--- src/rtl/serial_adder_ctrl.sv ---
// rtl/serial_adder_ctrl.sv - bit-serial adder: one full-adder cell time-shared over WIDTH cycles
//
// Purpose:
//   Adds a + b + cin one bit per clock, LSB first, using a single 1-bit
//   full-adder cell. The FSM walks IDLE -> RUN (WIDTH cycles) -> DONE (1 cycle)
//   -> IDLE. Starts are only accepted in IDLE; requests made while running
//   are dropped. The result is held on sum/cout until the next accepted start.
//
// Ports:
//   clk    in   1      rising-edge clock
//   rst_n  in   1      asynchronous active-low reset
//   start  in   1      request one addition (sampled in IDLE only)
//   a      in   WIDTH  operand A
//   b      in   WIDTH  operand B
//   cin    in   1      carry into bit 0
//   busy   out  1      high while in RUN
//   done   out  1      one-cycle pulse in DONE; sum/cout valid
//   sum    out  WIDTH  (a + b + cin) mod 2^WIDTH
//   cout   out  1      carry out of bit WIDTH-1

module serial_adder_ctrl #(
    parameter int WIDTH = 8
) (
    input  logic             clk,
    input  logic             rst_n,
    input  logic             start,
    input  logic [WIDTH-1:0] a,
    input  logic [WIDTH-1:0] b,
    input  logic             cin,
    output logic             busy,
    output logic             done,
    output logic [WIDTH-1:0] sum,
    output logic             cout
);

    // The counter must be able to reach WIDTH without wrapping.
    localparam int              CW       = $clog2(WIDTH + 1);
    localparam logic [CW-1:0]   LAST_BIT = CW'(WIDTH - 1);

    typedef enum logic [1:0] {
        S_IDLE = 2'b00,
        S_RUN  = 2'b01,
        S_DONE = 2'b10
    } state_t;

    state_t           r_state;
    state_t           w_next_state;

    logic [WIDTH-1:0] r_a;
    logic [WIDTH-1:0] r_b;
    logic [WIDTH-1:0] r_sum;
    logic             r_carry;
    logic [CW-1:0]    r_cnt;
    logic             r_busy;
    logic             r_done;

    logic             w_load;
    logic             w_step;
    logic             w_last;
    logic             w_fa_x;
    logic             w_fa_y;
    logic             w_fa_s;
    logic             w_fa_c;
    logic [WIDTH-1:0] w_sum_next;

    // ------------------------------------------------------------------
    // The single full-adder cell
    // ------------------------------------------------------------------
    assign w_fa_x = r_a[0];
    assign w_fa_y = r_b[0];
    assign w_fa_s = w_fa_x ^ w_fa_y ^ r_carry;
    assign w_fa_c = (w_fa_x & w_fa_y) | (w_fa_x & r_carry) | (w_fa_y & r_carry);

    assign w_last = (r_cnt == LAST_BIT);

    // Cell sum enters at the MSB so that after WIDTH shifts bit 0 sits at the LSB.
    generate
        if (WIDTH == 1) begin : g_sum_w1
            assign w_sum_next = w_fa_s;
        end else begin : g_sum_wn
            assign w_sum_next = {w_fa_s, r_sum[WIDTH-1:1]};
        end
    endgenerate

    // ------------------------------------------------------------------
    // FSM state register
    // ------------------------------------------------------------------
    always_ff @(posedge clk or negedge rst_n) begin
        if (!rst_n) begin
            r_state <= S_IDLE;
        end else begin
            r_state <= w_next_state;
        end
    end

    // ------------------------------------------------------------------
    // FSM next-state and datapath controls
    // ------------------------------------------------------------------
    always_comb begin
        w_next_state = r_state;
        w_load       = 1'b0;
        w_step       = 1'b0;
        case (r_state)
            S_IDLE: begin
                if (start) begin
                    w_load       = 1'b1;
                    w_next_state = S_RUN;
                end
            end
            S_RUN: begin
                w_step = 1'b1;
                if (w_last) begin
                    w_next_state = S_DONE;
                end
            end
            S_DONE: begin
                w_next_state = S_IDLE;
            end
            default: begin
                w_next_state = S_IDLE;
            end
        endcase
    end

    // busy/done come straight from flops loaded with the decoded next state,
    // so they always equal (state==RUN)/(state==DONE) without decode glitches.
    always_ff @(posedge clk or negedge rst_n) begin
        if (!rst_n) begin
            r_busy <= 1'b0;
            r_done <= 1'b0;
        end else begin
            r_busy <= (w_next_state == S_RUN);
            r_done <= (w_next_state == S_DONE);
        end
    end

    // ------------------------------------------------------------------
    // Datapath: operand shift registers, carry, result, bit counter
    // ------------------------------------------------------------------
    always_ff @(posedge clk or negedge rst_n) begin
        if (!rst_n) begin
            r_a     <= '0;
            r_b     <= '0;
            r_sum   <= '0;
            r_carry <= 1'b0;
            r_cnt   <= '0;
        end else if (w_load) begin
            r_a     <= a;
            r_b     <= b;
            r_carry <= cin;
            r_cnt   <= '0;
        end else if (w_step) begin
            r_a     <= r_a >> 1;
            r_b     <= r_b >> 1;
            r_carry <= w_fa_c;
            r_sum   <= w_sum_next;
            r_cnt   <= r_cnt + CW'(1);
        end
    end

    // The carry register is left untouched after RUN, so it doubles as cout.
    assign busy = r_busy;
    assign done = r_done;
    assign sum  = r_sum;
    assign cout = r_carry;

endmodule

--- config.mk ---
export PLATFORM = sky130hd
export DESIGN_NAME = serial_adder_ctrl
export DESIGN_NICKNAME = d
export VERILOG_FILES = /design/src/rtl/serial_adder_ctrl.sv
export SDC_FILE = /design/constraint.sdc
export NUM_CORES = 1
export LEC_CHECK = 0
export BUFFER_PORTS_ARGS = -buffer_cell sky130_fd_sc_hd__buf_2
export CAP_MARGIN = 20
export CORE_UTILIZATION = 50
export CTS_CLUSTER_SIZE = 8
export DETAILED_ROUTE_END_ITERATION = 8
export GPL_TIMING_DRIVEN = 0
export PLACE_DENSITY = 0.71
export SYNTH_ARGS = -nofsm -noshare
export SYNTH_HDL_FRONTEND = slang
export SYNTH_SLANG_ARGS = --single-unit
--- constraint.sdc ---
create_clock -name clk -period 1.4 [get_ports clk]
set_input_delay 0.21 -clock clk [delete_from_list [all_inputs] [get_ports clk]]
set_output_delay 0.21 -clock clk [all_outputs]
set_load 0.1 [all_outputs]
==> results.cfg, run 1 <==
[outcome]
status = finished clean

[sta]
fin_skew_ns = 0.008584
maxSlewViolCount = 0
fmax_mhz = 740.1
hold_viol_final = 0
hold_slack_ns = 0.1260
slew_headroom_pct = 52.48
setup_viol = 0
rsz0062_at_grt = no
worst_slew_pin_slew_ns = 0.7128
post-route-min-period_ns = 1.351
post-route-period-util_pct = 96.51

[floorplanning]
die_y_um = 56.55
die_w_um = 56.55
num_rows = 19
initial_utilization_pct = 53.49
fp.coreArea_um2 = 2781
die_area_um2 = 3197
num_io_pins = 31

[cells_and_area]
nNetsFinal = 193
diodes = 0
finish.utilization_pct = 63.38
fillCellCount = 236
mostFrequentLayoutCells = dfrtp_1, buf_2, nand2_1
final_common_cell = dfrtp_1
drive_gt1_share_pct = 32.56
multi_input_area_um2 = 589.3
seqCellArea_um2 = 830.8
synthToLayoutAreaGrowth_pct = 18.50
layout.cells.non_filler = 203

[synthesis]
syn_nets = 155
synth_area_per_cell_um2 = 11.19
synth_top_area_cell = dfrtp_1
yosys_warnings = 0
yosysSeqAreaShare_pct = 55.51
netlist_area_um2 = 1488
yosys_register_bits = 33
ys_types = 25
synthTopCellsByArea = dfrtp_1, a22oi_1, mux2_2
synth_top_cell_area_share_pct = 55.51
syn_inst = 133

[detailed_routing]
drt_iter0_drc = 25
routedWlPerCell_um = 14.02
drtAntennaViolNets = 0
vias = 1169
wirelength_um = 2847
via_per_inst = 5.759
drc = 0
drtPass1Iterations = 4

[pwr]
finalPower_mw = 4.308
irDropWorstVdd_v = 0.003070
p_leak_nw = 0.8186
powerDensity_nw_per_um2 = 2444

[worst_setup_path]
worst-setup-path-type = flip-flop to output pin
critPathLaunchType = flip-flop
r2r-start = cout
ff2ff_path_depth = 2
cp.depth = 1
slowest_stage = buf_2
slowest_delay_ns = 0.43
critPathTopFamily = buffers and inverters
end_kind = output pin
worstPathRequired_ns = 1.19
r2r_slack_ns = 0.11
worstSetupEndpoint = sum[6]
crit_start = sum[6]
worstPathArrival_ns = 1.14
critical_path.cell_chain = buf_2
cp_num_buf_inv = 1
regToRegEndpoint = sum[7]
critPathMaxFanout = 3

[global_routing]
grt_overflow = 0
grt_max_degree = 34
grt.total_usage_pct = 19.64
antenna_found_initial = 0
grt_pass1_vias = 1054
grt_pass1_wl_um = 4747

[clocking]
cts_buffers = 5
cts_tree = done
path_clk_slew_ns = 0.11
clk_latency_ns = 0.34
cts_sinks = 33
postCtsSetupRepairBufs = 0
htree_levels = 2
clockRootBuffer = clkbuf_4
cts.path.max_buffers = 2

[hold_path]
hold_class = primary input to flip-flop

[placed_design]
place_congestion = 0.8226
io_buffers = 30
placed_cells = 194
dp_hpwl_um = 2016

[job]
drv_cap = 0
-- layer usage --
layer / global-route usage, % / wire length, um
met4: 8.362 / 46
met5: 0 / 0
met2: 31.26 / 1340
met3: 5.069 / 143
met1: 25.42 / 1317
-- power breakdown --
group | internal [mW] | switching [mW] | leakage [nW]
logic | 0.677 | 1.52 | 0.367
registers | 1.32 | 0.264 | 0.420
clock network | 0.189 | 0.342 | 0.0310
total | 2.18 | 2.12 | 0.819
-- synth_stat cells --
library cell   n
inv_1          1
fa_1           1
nand3_1        2
a32o_1         1
mux2_2         9
clkinv_1       1
nand2_1       19
ha_1           1
a22o_1         2
and2b_1        1
nor2_1         2
clkbuf_1       4
buf_2          1
dfrtp_1       33
o21bai_1       1
buf_4          3
o311ai_0       1
nor2b_1        2
buf_6          2
o21ai_1        1
a2bb2oi_1      8
nor3_1         2
a22oi_1       17
a21oi_1        2
o21ai_0       16
-- what timing repair did --
item,4_1_cts,5_1_grt
hold buffers,1,0
endpoints found under the setup margin,1,7
endpoints found under the hold margin,33,0
cloned,0,0
resized for setup,1,8
-- worst min path at each step --
stage,from,endpoint,cells past startpoint
6_report,b[7],r_b[7],2
5_1_grt,b[7],r_b[7],2
4_1_cts,b[7],r_b[7],2
3_5_place_dp,rst_n,sum[3],1
3_3_place_gp,rst_n,sum[4],1
2_1_floorplan,rst_n,busy,0
-- per-stage QoR --
| step | TNS (ns) | worst slack [ns] | cell area [um2] |
|---|---|---|---|
| floorplan | -0.04589 | -0.04589 | 1491 |
| global placement | 0 | 0.1061 | 1680 |
| CTS | 0 | 0.01893 | 1748 |
| global route | 0 | 0.002835 | 1763 |
| finish | 0 | 0.04885 | 1763 |
| detailed placement | 0 | 0.1090 | 1680 |
-- cell families after synthesis --
family | Yosys count | share of synthesized area, %
buffers and inverters | 12 | 4.877
AO/OA/AOI/OAI | 49 | 22.62
flip-flops | 33 | 55.51
adder cells (fa/ha/maj) | 2 | 2.187
AND/OR/NAND/NOR | 28 | 7.990
multiplexers | 9 | 6.813
-- area by class of cell --
cell class,count,area share [%]
multi-input combinational,88,33.43
timing repair buffer,31,9.936
clock inverter,3,0.9936
inverter,2,0.4258
clock buffer,5,2.129
buffer,10,3.762
tap,31,2.200
sequential,33,47.13
-- sequential cells by signal (all words and copies together), names as in the netlist --
name / flops
sum: 8
busy: 1
r_b: 8
r_a: 8
r_cnt: 4
cout: 1
done: 1
r_state: 2
(Power assumes the default switching activity.)
==> run 2: changes to the inputs <==
==> constraint.sdc (replaced) <==
create_clock -name clk -period 1.4 [get_ports clk]
set_input_delay 0.07 -clock clk [delete_from_list [all_inputs] [get_ports clk]]
set_output_delay 0.07 -clock clk [all_outputs]
set_load 0.1 [all_outputs]
==> run 2 against run 1 <==
Net effect:
- sequential share of layout area up 0.13 points
- die area unchanged
- non-clock buffer count up 1
- sequential cell count unchanged
- register-to-register slack about the same
- largest cell class unchanged
- global-route usage up 0.099 points
- critical path depth up 1
- power down 0.90%
- final cell count up 0.49%
- worst hold slack worse by 0.11 ns
- clock power about the same
- via count down 0.51%
==> results.cfg, run 2 (same netlist as run 1, synthesis figures left out) <==
[outcome]
status = finished clean

[sta]
fmax_mhz = 777.0
slew_headroom_pct = 52.96
worst_slew_pin_slew_ns = 0.7057
hold_viol_final = 0
post-route-min-period_ns = 1.287
setup_viol = 0
post-route-period-util_pct = 91.93
maxSlewViolCount = 0
fin_skew_ns = 0.008969
rsz0062_at_grt = no

[floorplanning]
num_io_pins = 31
fp.coreArea_um2 = 2781
initial_utilization_pct = 53.49
die_y_um = 56.55
die_w_um = 56.55
die_area_um2 = 3197
num_rows = 19

[cells_and_area]
synthToLayoutAreaGrowth_pct = 18.17
layout.cells.non_filler = 204
final_cell_area_um2 = 1758
nNetsFinal = 194
fillCellCount = 240
diodes = 0
multi_input_area_um2 = 589.3
finish.utilization_pct = 63.20
mostFrequentLayoutCells = buf_2, dfrtp_1, nand2_1
seqCellArea_um2 = 830.8
drive_gt1_share_pct = 32.37

[worst_setup_path]
worstPathArrival_ns = 1.53
worstPathRequired_ns = 1.64
ff2ff_path_depth = 2
critPathLaunchType = flip-flop
critPathMaxFanout = 4
worst-setup-path-type = flip-flop to flip-flop
end_kind = flip-flop

[placed_design]
dpl_cell_area_um2 = 1680
placed_cells = 194
dp_hpwl_um = 2016
place_congestion = 0.8226
io_buffers = 30

[detailed_routing]
drtAntennaViolNets = 0
drc = 0
via_per_inst = 5.701
drtPass1Iterations = 4
wirelength_um = 2844
drt_iter0_drc = 23
routedWlPerCell_um = 13.94
vias = 1163

[global_routing]
grt_pass1_vias = 1066
grt.total_usage_pct = 19.74
grt_max_degree = 34
grt_pass1_wl_um = 4774
antenna_found_initial = 0
grt_overflow = 0

[pwr]
irDropWorstVdd_v = 0.002942
powerDensity_nw_per_um2 = 2429
p_leak_nw = 0.8214
finalPower_mw = 4.270

[clocking]
postCtsSetupRepairBufs = 0
cts.path.max_buffers = 2
htree_levels = 2
cts_sinks = 33
cts_buffers = 5
path_clk_slew_ns = 0.11
clockRootBuffer = clkbuf_4
clk_latency_ns = 0.34
cts_tree = done

[hold_path]
hold_class = primary input to flip-flop
holdPathStages = 3

[job]
drv_cap = 0
==> run 2: changes by cell type in the layout (fill, tap and decap cells not counted) <==
cell           previous run  this run
dlygate4sd3_1             1         2
buf_2                    25        31
buf_4                     4         3
clkbuf_4                 10         5
==> run 2: area by class of cell <==
type                       instances  share of cell area, %
clock inverter                     3                 0.9964
clock buffer                       5                  2.135
inverter                           2                 0.4270
tap                               31                  2.206
buffer                            10                  3.772
sequential                        33                  47.26
timing repair buffer              32                  9.680
multi-input combinational         88                  33.52
==> run 2: critical path, cell delays in order, from the launching register on <==
cell     delay, ns
dfrtp_4       0.50
fa_1          0.42
mux2_2        0.27
==> run 2: report_power, final <==
group / internal [mW] / total [mW] / switching (mW)
Clock: 0.189 / 0.532 / 0.342
Combinational: 0.643 / 2.16 / 1.52
Sequential: 1.32 / 1.58 / 0.261
Total: 2.15 / 4.27 / 2.12
==> run 2: path summary, 6_finish.rpt <==
check | startpoint | end | slack, ns
max in group asynchronous | rst_n | cout | 0.57
hold reg to reg | r_b[2] | r_b[2] | 0.50
hold / removal | b[3] | r_b[3] | 0.02
setup / recovery | cout | sum[7] | 0.11
setup reg to reg | cout | sum[7] | 0.11
min in group asynchronous | rst_n | sum[4] | 0.31
==> run 2: metrics by stage <==
step / setup WS, ns / hold slack, ns / setup TNS (ns)
floorplan: -0.04589 / -0.2256 / -0.04589
global placement: 0.1061 / 0.1511 / 0
detailed placement: 0.1090 / 0.1663 / 0
CTS: 0.08958 / 0.008858 / 0
global route: 0.01625 / 0.03530 / 0
finish: 0.1129 / 0.01621 / 0
==> run 2: metal layers <==
layer / global-route usage (%) / up-vias / share of wire, % / wire, um
met5: 0 / - / 0 / 0
met4: 8.362 / 0 / 1.6 / 46
met3: 5.069 / 5 / 4.5 / 127
met2: 31.60 / 30 / 48 / 1368
met1: 25.42 / 559 / 46 / 1301
li1: - / 569 / - / -
==> run 2: what timing repair did <==
action,in CTS,in global routing
endpoints found under the setup margin,0,2
hold endpoints to repair,34,0
resized for setup,0,3
hold buffers,2,0
